### src/rtl/vga_pkg.sv
`default_nettype none
// ============================================================================
// Module      : vga_pkg
// Description : Shared VGA constants and pixel-arbiter state encoding.
// Revision    : 1.0 - initial release
// ============================================================================
package vga_pkg;

    localparam int unsigned c_H_RES       = 160;
    localparam int unsigned c_V_RES       = 120;
    localparam logic [8:0]  c_TRANSPARENT = 9'h1FF;

    typedef enum logic [0:0] {
        ST_IDLE   = 1'b0,
        ST_LOCKED = 1'b1
    } arb_state_t;

    // Channel-index width that stays legal for a single channel.
    function automatic int unsigned idx_width(input int unsigned n);
        return (n > 1) ? $clog2(n) : 1;
    endfunction

endpackage
`default_nettype wire

### src/rtl/vga_pixel_arbiter_if.sv
`default_nettype none
// ============================================================================
// Module      : vga_pixel_arbiter_if
// Description : Drawing-channel handshake and plot-stream bundle.
// Revision    : 1.0 - initial release
// ============================================================================
interface vga_pixel_arbiter_if #(
    parameter int unsigned N_CH     = 4,
    parameter int unsigned X_W      = 8,
    parameter int unsigned Y_W      = 7,
    parameter int unsigned COLOUR_W = 9,
    parameter int unsigned CNT_W    = 16
);
    logic [N_CH-1:0]          in_valid;
    logic [N_CH-1:0]          in_last;
    logic [N_CH*X_W-1:0]      in_x;
    logic [N_CH*Y_W-1:0]      in_y;
    logic [N_CH*COLOUR_W-1:0] in_colour;
    logic [N_CH-1:0]          in_ready;
    logic                     stall;
    logic                     clr_cnt;
    logic [X_W-1:0]           x;
    logic [Y_W-1:0]           y;
    logic [COLOUR_W-1:0]      colour;
    logic                     plot;
    logic                     busy;
    logic [CNT_W-1:0]         plot_cnt;
    logic [CNT_W-1:0]         drop_cnt;

    modport master (
        output in_valid, in_last, in_x, in_y, in_colour, stall, clr_cnt,
        input  in_ready, x, y, colour, plot, busy, plot_cnt, drop_cnt
    );

    modport slave (
        input  in_valid, in_last, in_x, in_y, in_colour, stall, clr_cnt,
        output in_ready, x, y, colour, plot, busy, plot_cnt, drop_cnt
    );
endinterface
`default_nettype wire

### src/rtl/vga_pixel_arbiter_rr_pick.sv
`default_nettype none
// ============================================================================
// Module      : rr_pick
// Description : First-set picker starting at a rotating pointer (wraps).
// Revision    : 1.0 - initial release
// ============================================================================
module rr_pick #(
    parameter int unsigned N_CH  = 4,
    parameter int unsigned IDX_W = 2
) (
    input  wire logic [N_CH-1:0]  i_req,
    input  wire logic [IDX_W-1:0] i_ptr,
    output logic      [N_CH-1:0]  o_grant,
    output logic      [IDX_W-1:0] o_idx
);
    always_comb begin
        int unsigned v_pos;
        logic        v_found;
        o_grant = '0;
        o_idx   = '0;
        v_found = 1'b0;
        v_pos   = 0;
        for (int unsigned k = 0; k < N_CH; k++) begin
            v_pos = (32'(i_ptr) + k) % N_CH;
            if (!v_found && i_req[v_pos]) begin
                v_found        = 1'b1;
                o_grant[v_pos] = 1'b1;
                o_idx          = IDX_W'(v_pos);
            end
        end
    end
endmodule
`default_nettype wire

### src/rtl/vga_pixel_arbiter.sv
`default_nettype none
// ============================================================================
// Module      : vga_pixel_arbiter
// Description : Merges N drawing channels into one filtered, registered plot
//               stream with sprite-length grant locking and statistics.
// Revision    : 1.0 - initial release
// ============================================================================
module vga_pixel_arbiter
    import vga_pkg::*;
#(
    parameter int unsigned            N_CH        = 4,
    parameter int unsigned            X_W         = 8,
    parameter int unsigned            Y_W         = 7,
    parameter int unsigned            COLOUR_W    = 9,
    parameter int unsigned            H_RES       = c_H_RES,
    parameter int unsigned            V_RES       = c_V_RES,
    parameter bit                     KEY_EN      = 1'b1,
    parameter logic [COLOUR_W-1:0]    TRANSPARENT = COLOUR_W'(c_TRANSPARENT),
    parameter bit                     MASK_X0     = 1'b1,
    parameter bit                     RR_MODE     = 1'b1,
    parameter int unsigned            CNT_W       = 16
) (
    input wire logic          clk,
    input wire logic          reset,
    vga_pixel_arbiter_if.slave bus
);
    localparam int unsigned c_IDX_W = idx_width(N_CH);

    arb_state_t           r_state, w_state_nxt;
    logic [c_IDX_W-1:0]   r_owner, w_owner_nxt;
    logic [c_IDX_W-1:0]   r_rr_ptr, w_rr_ptr_nxt;
    logic [c_IDX_W-1:0]   w_pick_ptr, w_pick_idx, w_sel, w_sel_inc;
    logic [N_CH-1:0]      w_pick_grant, w_ready;
    logic                 w_xfer, w_last, w_drop;
    logic [X_W-1:0]       w_px_x;
    logic [Y_W-1:0]       w_px_y;
    logic [COLOUR_W-1:0]  w_px_colour;

    logic [X_W-1:0]       r_x;
    logic [Y_W-1:0]       r_y;
    logic [COLOUR_W-1:0]  r_colour;
    logic                 r_plot;
    logic [CNT_W-1:0]     r_plot_cnt, r_drop_cnt;

    assign w_pick_ptr = RR_MODE ? r_rr_ptr : '0;

    rr_pick #(
        .N_CH  (N_CH),
        .IDX_W (c_IDX_W)
    ) u_rr_pick (
        .i_req   (bus.in_valid),
        .i_ptr   (w_pick_ptr),
        .o_grant (w_pick_grant),
        .o_idx   (w_pick_idx)
    );

    // Ready never looks at pixel data, only at state, valid, pointer and stall.
    always_comb begin
        w_ready = '0;
        w_sel   = (r_state == ST_IDLE) ? w_pick_idx : r_owner;
        if (!reset && !bus.stall) begin
            if (r_state == ST_IDLE) begin
                w_ready = w_pick_grant;
            end else begin
                w_ready[r_owner] = bus.in_valid[r_owner];
            end
        end
    end

    assign w_xfer      = |(bus.in_valid & w_ready);
    assign w_last      = bus.in_last[w_sel];
    assign w_px_x      = bus.in_x[w_sel*X_W +: X_W];
    assign w_px_y      = bus.in_y[w_sel*Y_W +: Y_W];
    assign w_px_colour = bus.in_colour[w_sel*COLOUR_W +: COLOUR_W];
    assign w_sel_inc   = (w_sel == c_IDX_W'(N_CH - 1)) ? '0 : w_sel + 1'b1;

    assign w_drop = (KEY_EN && (w_px_colour == TRANSPARENT)) ||
                    (MASK_X0 && (w_px_x == '0)) ||
                    (32'(w_px_x) >= H_RES) ||
                    (32'(w_px_y) >= V_RES);

    always_comb begin
        w_state_nxt  = r_state;
        w_owner_nxt  = r_owner;
        w_rr_ptr_nxt = r_rr_ptr;
        if (w_xfer) begin
            if (w_last) begin
                w_state_nxt = ST_IDLE;
                if (RR_MODE) begin
                    w_rr_ptr_nxt = w_sel_inc;
                end
            end else begin
                w_state_nxt = ST_LOCKED;
                w_owner_nxt = w_sel;
            end
        end
    end

    always_ff @(posedge clk) begin
        if (reset) begin
            r_state  <= ST_IDLE;
            r_owner  <= '0;
            r_rr_ptr <= '0;
        end else begin
            r_state  <= w_state_nxt;
            r_owner  <= w_owner_nxt;
            r_rr_ptr <= w_rr_ptr_nxt;
        end
    end

    // Coordinates follow every transfer; only accepted pixels strobe plot.
    always_ff @(posedge clk) begin
        if (reset) begin
            r_x      <= '0;
            r_y      <= '0;
            r_colour <= '0;
            r_plot   <= 1'b0;
        end else begin
            r_plot <= w_xfer && !w_drop;
            if (w_xfer) begin
                r_x      <= w_px_x;
                r_y      <= w_px_y;
                r_colour <= w_px_colour;
            end
        end
    end

    always_ff @(posedge clk) begin
        if (reset || bus.clr_cnt) begin
            r_plot_cnt <= '0;
            r_drop_cnt <= '0;
        end else if (w_xfer) begin
            if (w_drop) begin
                if (r_drop_cnt != '1) begin
                    r_drop_cnt <= r_drop_cnt + 1'b1;
                end
            end else if (r_plot_cnt != '1) begin
                r_plot_cnt <= r_plot_cnt + 1'b1;
            end
        end
    end

    assign bus.in_ready = w_ready;
    assign bus.x        = r_x;
    assign bus.y        = r_y;
    assign bus.colour   = r_colour;
    assign bus.plot     = r_plot;
    assign bus.busy     = (r_state == ST_LOCKED);
    assign bus.plot_cnt = r_plot_cnt;
    assign bus.drop_cnt = r_drop_cnt;

endmodule
`default_nettype wire

### src/flat_wrapper.sv
// flat-port wrapper written by rule: the top's interface ports become plain ports
module vga_pixel_arbiter_flat import vga_pkg::*;
#(
    parameter int unsigned            N_CH        = 4,
    parameter int unsigned            X_W         = 8,
    parameter int unsigned            Y_W         = 7,
    parameter int unsigned            COLOUR_W    = 9,
    parameter int unsigned            H_RES       = c_H_RES,
    parameter int unsigned            V_RES       = c_V_RES,
    parameter bit                     KEY_EN      = 1'b1,
    parameter logic [COLOUR_W-1:0]    TRANSPARENT = COLOUR_W'(c_TRANSPARENT),
    parameter bit                     MASK_X0     = 1'b1,
    parameter bit                     RR_MODE     = 1'b1,
    parameter int unsigned            CNT_W       = 16
)
  (clk, reset, bus_in_valid, bus_in_last, bus_in_x, bus_in_y, bus_in_colour, bus_stall, bus_clr_cnt, bus_in_ready, bus_x, bus_y, bus_colour, bus_plot, bus_busy, bus_plot_cnt, bus_drop_cnt);
  vga_pixel_arbiter_if #(.N_CH(N_CH), .X_W(X_W), .Y_W(Y_W), .COLOUR_W(COLOUR_W), .CNT_W(CNT_W)) bus_i ();
  input wire logic clk;
  input wire logic reset;
  input wire logic [$bits(bus_i.in_valid)-1:0] bus_in_valid;
  input wire logic [$bits(bus_i.in_last)-1:0] bus_in_last;
  input wire logic [$bits(bus_i.in_x)-1:0] bus_in_x;
  input wire logic [$bits(bus_i.in_y)-1:0] bus_in_y;
  input wire logic [$bits(bus_i.in_colour)-1:0] bus_in_colour;
  input wire logic [$bits(bus_i.stall)-1:0] bus_stall;
  input wire logic [$bits(bus_i.clr_cnt)-1:0] bus_clr_cnt;
  output wire logic [$bits(bus_i.in_ready)-1:0] bus_in_ready;
  output wire logic [$bits(bus_i.x)-1:0] bus_x;
  output wire logic [$bits(bus_i.y)-1:0] bus_y;
  output wire logic [$bits(bus_i.colour)-1:0] bus_colour;
  output wire logic [$bits(bus_i.plot)-1:0] bus_plot;
  output wire logic [$bits(bus_i.busy)-1:0] bus_busy;
  output wire logic [$bits(bus_i.plot_cnt)-1:0] bus_plot_cnt;
  output wire logic [$bits(bus_i.drop_cnt)-1:0] bus_drop_cnt;
  assign bus_i.in_valid = bus_in_valid;
  assign bus_i.in_last = bus_in_last;
  assign bus_i.in_x = bus_in_x;
  assign bus_i.in_y = bus_in_y;
  assign bus_i.in_colour = bus_in_colour;
  assign bus_i.stall = bus_stall;
  assign bus_i.clr_cnt = bus_clr_cnt;
  assign bus_in_ready = bus_i.in_ready;
  assign bus_x = bus_i.x;
  assign bus_y = bus_i.y;
  assign bus_colour = bus_i.colour;
  assign bus_plot = bus_i.plot;
  assign bus_busy = bus_i.busy;
  assign bus_plot_cnt = bus_i.plot_cnt;
  assign bus_drop_cnt = bus_i.drop_cnt;
  vga_pixel_arbiter #(.N_CH(N_CH), .X_W(X_W), .Y_W(Y_W), .COLOUR_W(COLOUR_W), .H_RES(H_RES), .V_RES(V_RES), .KEY_EN(KEY_EN), .TRANSPARENT(TRANSPARENT), .MASK_X0(MASK_X0), .RR_MODE(RR_MODE), .CNT_W(CNT_W)) u_core (.clk(clk), .reset(reset), .bus(bus_i));
endmodule
### config.mk
export PLATFORM = sky130hd
export DESIGN_NAME = vga_pixel_arbiter_flat
export DESIGN_NICKNAME = d
export VERILOG_FILES = /design/src/rtl/vga_pkg.sv /design/src/rtl/vga_pixel_arbiter_if.sv /design/src/rtl/vga_pixel_arbiter_rr_pick.sv /design/src/rtl/vga_pixel_arbiter.sv /design/src/flat_wrapper.sv
export SDC_FILE = /design/constraint.sdc
export NUM_CORES = 1
export LEC_CHECK = 0
export CORE_MARGIN = 8
export CORE_UTILIZATION = 46
export DETAILED_ROUTE_END_ITERATION = 8
export PLACE_DENSITY = 0.81
export RECOVER_POWER = 25
export SLEW_MARGIN = 25
export SYNTH_ARGS = -nofsm -noshare
export SYNTH_HDL_FRONTEND = slang
export SYNTH_SLANG_ARGS = --single-unit
### constraint.sdc
create_clock -name clk -period 5 [get_ports clk]
set_input_delay 0.5 -clock clk [delete_from_list [all_inputs] [get_ports clk]]
set_output_delay 0.5 -clock clk [all_outputs]
set_load 0.01 [all_outputs]
; Word level (Yosys, flattened, before mapping)
; Index checks and enable logic that the tools add are counted.
[totals]
ff_bits = 62
out_inout_bits = 62
word_cells = 108
[classes]
addsub = 6
multipliers = 2
n_lt_le_gt_ge = 13
eq_ne = 4
n_shift = 3
n_mux = 38
bitwise = 7
reduce_logical = 26
[ops]
columns = operator, count
row1 = $shiftx A36 B7 Y9, 1
row2 = $add A16 B1 Y16 const B, 2
row3 = $ne A16 B16 Y1 const B, 2
row4 = $shiftx A32 B6 Y8, 1
row5 = $shiftx A28 B6 Y7, 1
row6 = $mux W4, 6
row7 = $lt A2 B3 Y1 const B, 6
row8 = $mux W1, 15
row9 = $bmux W1 S2, 6
row10 = $mux W2, 6
row11 = $or A4 B4 Y4, 3
row12 = $demux W1 S2, 5
row13 = $ge A2 B1 Y1 const B, 5
row14 = $logic_and A1 B1 Y1, 10
row15 = $eq A9 B9 Y1 const B, 1
row16 = $and A4 B4 Y4, 2
row17 = $ge A8 B8 Y1 const B, 1
row18 = $logic_not A8 Y1, 1
row19 = $ge A7 B7 Y1 const B, 1
row20 = $logic_not A1 Y1, 6
row21 = $mul A2 B4 Y6 const B, 1
row22 = $reduce_and A3 Y1, 2
row23 = $mul A2 B3 Y5 const B, 1
row24 = $add A2 B1 Y2 const B, 2
row25 = 6 further kinds, 12

; Longest topological paths before layout
; Gate-level depths: netlist (run 1).
[depth]
ltp_word = 21
depth_mapped = 18

; By module
; A second synthesis (run 1) with hierarchy kept.
[unflattened]
cells_unflattened = 476
area_unflattened_um2 = 4136.5
[by_module_without_submodules]
columns = mod, instances, cells_per_inst, area_per_inst_um2
row1 = vga_pixel_arbiter, 1, 411, 3647.2
row2 = rr_pick, 1, 65, 489.2

; Least setup slack after synthesis (run 1)
; OpenSTA, ideal clock, no wires.
[synth_timing]
path_type = flip-flop to flip-flop
start = register u_core.r_rr_ptr[0]
end = register u_core.r_drop_cnt[5], in the netlist u_core.bus.drop_cnt[5]
setup_ps = 116
arrival_ps = 3777
setup_slack_ps = 1107
stages_incl_launch_ff = 15
n_path_buf = 3
synth_period_minus_slack_ps = 3893
path_cell_list = dfxtp_1 > buf_4 > inv_1 > ha_1 > mux4_2 > or4_1 > buf_2 > a32oi_1 > a32oi_1 > a2111oi_4 > nand4_1 > a31oi_2 > buf_4 > a31oi_1 > a41o_1
[synth_via]
elab_chain_len = 20
[synth_lines]
columns = element, line_no
row1 = "start, declared", vga_pixel_arbiter.sv:31  ; logic [c_IDX_W-1:0] r_rr_ptr, w_rr_ptr_nxt;
row2 = "start signal, assigned", vga_pixel_arbiter.sv:107  ; r_rr_ptr <= w_rr_ptr_nxt;
row3 = branches (longest 19 deep; another with $add A2 B1 Y2), n/a
row4 = $reduce_and A3 Y1 (no source line) *, n/a
row5 = "end signal, assigned", vga_pixel_arbiter.sv:135  ; r_drop_cnt <= r_drop_cnt + 1'b1;
row6 = "end, declared", vga_pixel_arbiter.sv:43  ; logic [CNT_W-1:0] r_plot_cnt, r_drop_cnt;
; Mark *: on every way between the ends. The select of a mux whose other input is x is not followed.
; A chain may end at the register's enable or synchronous reset.

; Worst setup path after layout (run 1)
[layout_timing]
start = register u_core.r_rr_ptr[0]
end = register u_core.r_drop_cnt[7], in the netlist u_core.bus.drop_cnt[7]
; Same word-level chain as after synthesis.

==> reports/results.tsv, run 1 <==
metric	value	unit
post-synth-top-count-cell	nand2_1	
grt_use_total	0.239	
synthFlopType	dfxtp_1	
powerDensity	410	nW/µm²
port-buffer-count	169	
drtIter0Drc	525	
path_class	flip-flop to flip-flop	
cts-root-buf	clkbuf_8	
grt_first_pass_wirelength	28200	µm
cts_resized	0	
ioPinCount	170	
syn-num-nets	771	
syn_area_per_cell	7.48	µm²
dr_total_vias	5687	
crit_end	u_core.bus.drop_cnt[7]$_SDFFE_PP0P_	
cp-end-kind	flip-flop	
synth_warnings	0	
ys_seq_area_frac	0.254	
min_from	u_core.bus.y[4]$_SDFFE_PP0P_	
skew	11.9	ps
maxCapViolations	0	
crit_start	u_core.r_rr_ptr[0]$_SDFFE_PP0P_	
netlist_instances	652	
drive_gt1_frac	0.0878	
dp_hpwl	13600	µm
grt_max_degree	35	
cp-start-kind	flip-flop	
initial_core_util	0.473	
clk_path_buf_depth	2	
slew_violations	0	
syn_area	4880	µm²
r2r_start	u_core.r_rr_ptr[0]$_SDFFE_PP0P_	
antenna_found_initial	0	
dieHeight	119	µm
cts_buffers	9	
fillers	865	
place_congestion	0.864	
ys_ff_latch	62	
synth_top_area_frac	0.254	
overflow	0	
fin_crit_sh	0.880	
irDropWorstVdd	216	µV
drcViolationCount	0	
die-area	14200	µm²
cts_max_level	3	
ff2ff_path_depth	15	
drt_wl_total	17500	µm
setup_viol	0	
hold_viol	0	
cellLeakagePower	2.54	nW
clk_pin_slew	80	ps
grt_pass1_vias	5577	
reg2reg_slack	600	ps
via_per_inst	6.02	
async_flop_share	0	
required	5250	ps
insertion_delay	350	ps
relSlewSlack	0.533	
dieWidth	119	µm
hold_class	flip-flop to flip-flop	
synth_edf_count	0	
hold_buffers	0	
synth_top_area_cell	dfxtp_1	
outcome	finished clean	
ant_nets	0	
design_area	6880	µm²
diodes	0	
wl_per_cell	18.6	µm
finalCriticalPeriod	4400	ps
area.growth.synth_to_final	41.0	%
synth_cell_type_count	76	
timing.fmax	227	MHz
dr.pass1.iters	6	
cts_tree	yes	
core_area	10300	µm²
worst_pin_slew	689	ps
rsz0062_at_grt	no	
r2r_end	u_core.bus.drop_cnt[7]$_SDFFE_PP0P_	
fin_nets	923	
arrival	4650	ps
synthTopCellsByCount	nand2_1 (114), a21oi_1 (67), dfxtp_1 (62)	
postCtsSetupBuffers	0	
rows	37	
cts_sinks	62	
tns	0	ps
cp_max_fo	25	
ys_top_cells_by_area	dfxtp_1 (25%), nand2_1 (8.8%), a21oi_1 (6.9%)	
placed_area	6650	µm²
==> layout make-up <==
cell class	instances	area (µm²)	area share
clock inverter	7	105	0.0153
inverter	18	70.1	0.0102
clock buffer	9	124	0.0180
timing repair buffer	187	1830	0.266
sequential	62	1240	0.180
tap	136	170	0.0247
multi-input combinational	526	3340	0.486
==> state kept, by name, indices dropped and copies added, names as in the netlist <==
register	flops
u_core.bus.drop_cnt	16
u_core.bus.plot_cnt	16
u_core.bus.colour	9
u_core.bus.x	8
u_core.bus.y	7
u_core.r_owner	2
u_core.r_rr_ptr	2
u_core.bus.busy	1
u_core.bus.plot	1
==> routing by layer <==
layer / wire length [µm] / global-route usage / vias to the layer above
li1: - / - / 2724
met1: 7190 / 0.288 / 2684
met2: 8310 / 0.397 / 259
met3: 1720 / 0.0808 / 20
met4: 324 / 0.0640 / 0
met5: 0 / 0 / -
==> through the flow <==
stage,setup slack (ps),cells,hold slack [ps],total power [mW],util
final,602,945,449,2.82,0.666
after global routing,317,945,471,3.01,0.666
after CTS,650,945,454,2.82,0.666
after detailed placement,333,929,447,2.30,0.644
after global placement,446,929,440,2.27,0.644
after floorplan,1110,652,476,1.79,-
==> worst max-delay path, stage by stage (launching register included) <==
cell and delay (ps):
dfxtp_1 330, inv_1 130, ha_1 360, buf_4 200
nor2b_4 70, a311o_1 350, o311ai_4 450, nand3_4 300
inv_4 330, o2111ai_1 250, a2111oi_4 490, nand4_1 260
a31oi_2 230, buf_4 210, a211oi_1 90, a31o_2 230
==> where the power goes <==
part	internal, mW	switching, mW
clock network	0.288	0.227
registers	0.561	0.0445
logic	0.669	1.03
total	1.52	1.30
==> how the worst min path moves through the flow <==
stage,to,slack (ps),depth (start not counted)
6_report,u_core.bus.y[4]$_SDFFE_PP0P_,450,2
5_1_grt,u_core.bus.y[6]$_SDFFE_PP0P_,470,2
4_1_cts,u_core.bus.y[4]$_SDFFE_PP0P_,450,2
3_5_place_dp,u_core.bus.colour[3]$_SDFFE_PP0P_,450,2
3_3_place_gp,u_core.bus.y[4]$_SDFFE_PP0P_,440,2
2_1_floorplan,u_core.bus.colour[4]$_SDFFE_PP0P_,480,2
==> layout by cell type, fill, tap and decap left out, drive strengths merged, types with 9 or more instances in the layout <==
master / count
or4: 9
clkbuf: 9
or3: 12
nand3: 55
o21ai: 29
nor2: 45
clkdlybuf4s50: 138
dfxtp: 62
nand2: 114
o31ai: 11
inv: 21
a21oi: 68
dlygate4sd3: 31
nand4: 12
buf: 18
mux2i: 19
ha: 11
a32oi: 13
==> kinds of logic (layout without fill, tap and decap cells) <==
family | Yosys count | count (layout) | share of synthesized area
and+or+nand+nor | 292 | 292 | 0.295
AOI/OAI and AO/OA | 187 | 187 | 0.275
buffers and inverters | 64 | 221 | 0.0615
DFF | 62 | 62 | 0.254
muxes | 31 | 31 | 0.0767
adders and majority gates | 11 | 11 | 0.0282
xor gates and xnor gates | 5 | 5 | 0.00898
Power figures use the tool's default switching activity.
==> run 2, diff against run 1 <==
--- a/config.mk
+++ b/config.mk
@@ -5,6 +5,7 @@
 export SDC_FILE = /design/constraint.sdc
 export NUM_CORES = 1
 export LEC_CHECK = 0
+export ABC_CLOCK_PERIOD_IN_PS = 5000
 export CORE_MARGIN = 8
 export CORE_UTILIZATION = 46
 export DETAILED_ROUTE_END_ITERATION = 8
@@ -14,3 +15,4 @@
 export SYNTH_ARGS = -nofsm -noshare
 export SYNTH_HDL_FRONTEND = slang
 export SYNTH_SLANG_ARGS = --single-unit
+export TNS_END_PERCENT = 30
==> constraint.sdc (replaced) <==
create_clock -name clk -period 5 [get_ports clk]
set_input_delay 0.5 -clock clk [delete_from_list [all_inputs] [get_ports clk]]
set_output_delay 0.5 -clock clk [all_outputs]
set_load 0.1 [all_outputs]
==> run 2 against run 1 <==
Clock skew is 1.4 ps lower; sequential share of layout area about the same; core utilization fell by 0.18 points; sequential power grew 1%; non-clock buffer count is 3 lower; critical path type unchanged; total power up 15%; first-iteration DRC count up 6.7%.
==> reports/results.tsv, run 2 (synthesis results as in run 1) <==
metric	value	unit
cp-end-kind	flip-flop	
path_class	flip-flop to flip-flop	
grt_first_pass_wirelength	28200	µm
via_per_inst	6.04	
hold_class	flip-flop to flip-flop	
dr_total_vias	5693	
powerDensity	473	nW/µm²
cp_max_fo	29	
clkPwrFrac	0.159	
required	5280	ps
die-area	14200	µm²
hold_viol	0	
drt_wl_total	17500	µm
skew	10.5	ps
rows	37	
insertion_delay	350	ps
cp-start-kind	flip-flop	
diodes	0	
fin_cells	942	
pwr-share-comb	0.652	
port-buffer-count	169	
p_sw_frac	0.536	
place_congestion	0.935	
wl_per_cell	18.5	µm
fillers	886	
place_ws	162	ps
maxCapViolations	0	
antenna_found_initial	0	
outcome	finished clean	
layout_commonest_cell	clkdlybuf4s50_1	
cts-root-buf	clkbuf_8	
p_seq_frac	0.188	
rsz0062_at_grt	no	
dieHeight	119	µm
relSlewSlack	0.289	
cellLeakagePower	2.53	nW
area.growth.synth_to_final	40.6	%
overflow	0	
fin_crit_sh	0.941	
worst_pin_slew	1060	ps
drtIter0Drc	560	
clk_path_buf_depth	2	
p_switching	1.74	mW
postCtsSetupBuffers	0	
dp_hpwl	13600	µm
grt_use_total	0.238	
cts_max_level	3	
dpl.cell_count	926	
cts_tree	yes	
finalCriticalPeriod	4700	ps
cts_buffers	9	
core_area	10300	µm²
initial_core_util	0.473	
drive_gt1_frac	0.0906	
clk_pin_slew	80	ps
mostFrequentLayoutCells	clkdlybuf4s50_1 (134), nand2_1 (114), a21oi_1 (67)	
intPower	1.50	mW
placed_area	6630	µm²
p_total	3.25	mW
ant_nets	0	
slew_violations	0	
grt_pass1_vias	5640	
dr.pass1.iters	5	
arrival	4990	ps
design_area	6860	µm²
irDropWorstVdd	293	µV
cts_sinks	62	
setup_ws	297	ps
ioPinCount	170	
timing.fmax	213	MHz
tns	0	ps
drcViolationCount	0	
grt_max_degree	35	
fin_nets	920	
setup_viol	0	
dieWidth	119	µm
-- run 2: final timing paths --
kind                                     endpoint  slack (ps)                              start  cells past startpoint
max          u_core.bus.plot_cnt[15]$_SDFFE_PP0P_         300    u_core.r_rr_ptr[0]$_SDFFE_PP0P_                     13
max reg2reg  u_core.bus.plot_cnt[15]$_SDFFE_PP0P_         300    u_core.r_rr_ptr[0]$_SDFFE_PP0P_                     13
min reg2reg     u_core.bus.colour[2]$_SDFFE_PP0P_         450  u_core.bus.colour[2]$_SDFFE_PP0P_                      2
min             u_core.bus.colour[2]$_SDFFE_PP0P_         450  u_core.bus.colour[2]$_SDFFE_PP0P_                      2
-- run 2: area by class of cell --
| class | count | area, µm² | share of cell area |
|---|---|---|---|
| Inverter | 18 | 70.1 | 0.0102 |
| Tap cell | 136 | 170 | 0.0248 |
| Clock inverter | 7 | 104 | 0.0151 |
| Multi-Input combinational cell | 526 | 3360 | 0.489 |
| Timing Repair Buffer | 184 | 1790 | 0.261 |
| Sequential cell | 62 | 1240 | 0.181 |
| Clock buffer | 9 | 124 | 0.0181 |
-- run 2: per-layer routing --
metal | vias up | wire [µm] | global-route usage | share of wire
li1 | 2724 | - | - | -
met1 | 2633 | 7330 | 0.283 | 0.42
met2 | 306 | 8070 | 0.391 | 0.46
met3 | 30 | 1730 | 0.0831 | 0.099
met4 | 0 | 340 | 0.0767 | 0.019
met5 | - | 0 | 0 | 0
-- run 2: what timing repair did --
item                                    CTS  global route
hold buffers                              0             0
gates resized for setup                   0             1
endpoints found under the setup margin    0             6
-- run 2: power groups by stage --
stage	clock, mW	combinational, mW	sequential (mW)
detailed placement	0	2.11	0.623
CTS	0.523	2.11	0.613
floorplan	0	1.20	1.04
finish	0.516	2.12	0.612
global route	0.544	2.26	0.619
global placement	0	2.08	0.620
-- run 2: critical path: stages, from the launching register on --
cell and delay, ps:
dfxtp_1 340, inv_1 140, ha_1 610, mux4_2 660
or4_1 680, nand3_4 250, inv_4 150, a32oi_1 430
a2111oi_4 120, nand4_1 240, nand4_1 120, buf_4 240
or4_1 490, a21oi_1 140
-- run 2: metrics by stage --
step | hold slack, ps | utilization
3_3_place_gp | 439 | 0.642
4_1_cts | 456 | 0.664
2_1_floorplan | 527 | -
6_report | 451 | 0.665
3_5_place_dp | 446 | 0.642
5_1_grt | 469 | 0.665
==> run 3, diff against run 2 <==
--- a/config.mk
+++ b/config.mk
@@ -10,7 +10,7 @@
 export CORE_UTILIZATION = 46
 export DETAILED_ROUTE_END_ITERATION = 8
 export PLACE_DENSITY = 0.81
-export RECOVER_POWER = 25
+export RECOVER_POWER = 100
 export SLEW_MARGIN = 25
 export SYNTH_ARGS = -nofsm -noshare
 export SYNTH_HDL_FRONTEND = slang
==> run 3 against run 2 <==
Global-route usage stayed put; critical endpoint unchanged; die area stayed put; fmax grew 0.34%; total power down 0.50%; non-clock buffer count did not move; count of clock-buffer cells in the layout did not move; sequential share of layout area up 0.083 points; wire length rose by 0.11%.
==> reports/results.tsv, run 3 (synthesis results as in run 1) <==
metric	value	unit
mostFrequentLayoutCells	nand2_1 (114), clkdlybuf4s50_1 (107), a21oi_1 (67)	
grt_use_total	0.238	
cts_sinks	62	
timing.fmax	213	MHz
cts_buffers	9	
critPathMaxStageDelay	680	ps
critical_path.cell_chain	inv_1, ha_1, mux4_2, or4_1, nand3_4, inv_4, a32oi_1, a2111oi_4, nand4_1, nand4_1, buf_4, or4_1, a21oi_1	
hold_buffers	0	
tns	0	ps
dr.pass1.iters	5	
place_congestion	0.935	
worst_pin_slew	1190	ps
layout_commonest_cell	nand2_1	
setup_viol	0	
hold_class	flip-flop to flip-flop	
ioPinCount	170	
fin_nets	920	
port-buffer-count	169	
drt_wl_total	17500	µm
slew_violations	0	
insertion_delay	350	ps
clk_pin_slew	80	ps
grt_first_pass_wirelength	28200	µm
skew	11.5	ps
placed_area	6630	µm²
outcome	finished clean	
clk_path_buf_depth	2	
wl_per_cell	18.6	µm
dieWidth	119	µm
antenna_found_initial	0	
grt_pass1_vias	5640	
via_per_inst	6.01	
die-area	14200	µm²
clkPwrFrac	0.160	
drtIter0Drc	536	
maxCapViolations	0	
ant_nets	0	
hold_viol	0	
relSlewSlack	0.211	
fillers	891	
cts-root-buf	clkbuf_8	
path_class	flip-flop to flip-flop	
drcViolationCount	0	
cts_max_level	3	
initial_core_util	0.473	
area.growth.synth_to_final	40.0	%
required	5280	ps
drive_gt1_frac	0.0844	
p_switching	1.74	mW
grt_max_degree	35	
dr_total_vias	5661	
dieHeight	119	µm
arrival	4970	ps
rsz0062_at_grt	no	
design_area	6830	µm²
cp_max_fo	29	
p_seq_frac	0.189	
powerDensity	473	nW/µm²
cp-start-kind	flip-flop	
postCtsSetupBuffers	0	
fin_crit_sh	0.937	
cellLeakagePower	2.62	nW
overflow	0	
finalCriticalPeriod	4690	ps
dp_hpwl	13600	µm
diodes	0	
p_sw_frac	0.538	
pwr-share-comb	0.651	
rows	37	
core_area	10300	µm²
cp-end-kind	flip-flop	
cts_tree	yes	
intPower	1.49	mW
irDropWorstVdd	293	µV
cp_slowest_cell	or4_1	
cts_resized	0	
## run 3: worst max-delay path, delay by kind of cell, from the launching register on
family / cells / cell delay (ps)
buf+inv: 3 / 520
flops: 1 / 340
fa+ha+maj: 1 / 610
simple gates: 5 / 1770
mux: 1 / 670
compound gates: 3 / 680
## run 3: power by group through the flow
| stage | registers (mW) | logic, mW | clock network [mW] |
|---|---|---|---|
| CTS | 0.613 | 2.11 | 0.523 |
| global placement | 0.620 | 2.08 | 0 |
| detailed placement | 0.623 | 2.11 | 0 |
| floorplan | 1.04 | 1.20 | 0 |
| finish | 0.612 | 2.10 | 0.517 |
| global route | 0.619 | 2.25 | 0.544 |
## run 3: path summary, 6_finish.rpt
check | startpoint | end | slack [ps] | depth (start not counted)
worst max-delay path | u_core.r_rr_ptr[0]$_SDFFE_PP0P_ | u_core.bus.plot_cnt[15]$_SDFFE_PP0P_ | 310 | 13
worst min-delay path | u_core.bus.colour[2]$_SDFFE_PP0P_ | u_core.bus.colour[2]$_SDFFE_PP0P_ | 450 | 2
worst max register to register | u_core.r_rr_ptr[0]$_SDFFE_PP0P_ | u_core.bus.plot_cnt[15]$_SDFFE_PP0P_ | 310 | 13
worst min register to register | u_core.bus.colour[2]$_SDFFE_PP0P_ | u_core.bus.colour[2]$_SDFFE_PP0P_ | 450 | 2
## run 3: routing by layer
layer	share of wire	track usage	vias up
li1	-	-	2726
met1	0.42	0.283	2632
met2	0.46	0.391	277
met3	0.10	0.0831	26
met4	0.019	0.0767	0
met5	0	0	-
## run 3: metrics by stage
step | cells | hold slack, ps | setup slack (ps) | util | total power [mW]
final | 942 | 451 | 313 | 0.662 | 3.23
after global placement | 926 | 439 | 329 | 0.642 | 2.70
after global routing | 942 | 469 | 65.7 | 0.662 | 3.41
after floorplan | 652 | 527 | 376 | - | 2.24
after CTS | 942 | 456 | 327 | 0.664 | 3.25
after detailed placement | 926 | 446 | 162 | 0.642 | 2.73
## run 3: area by class of cell
| class | instances | area, µm² | area share |
|---|---|---|---|
| tap | 136 | 170 | 0.0249 |
| sequential | 62 | 1240 | 0.182 |
| clock inverter | 7 | 104 | 0.0152 |
| clock buffer | 9 | 124 | 0.0181 |
| multi-input combinational | 526 | 3340 | 0.489 |
| timing repair buffer | 184 | 1780 | 0.260 |
| inverter | 18 | 70.1 | 0.0103 |
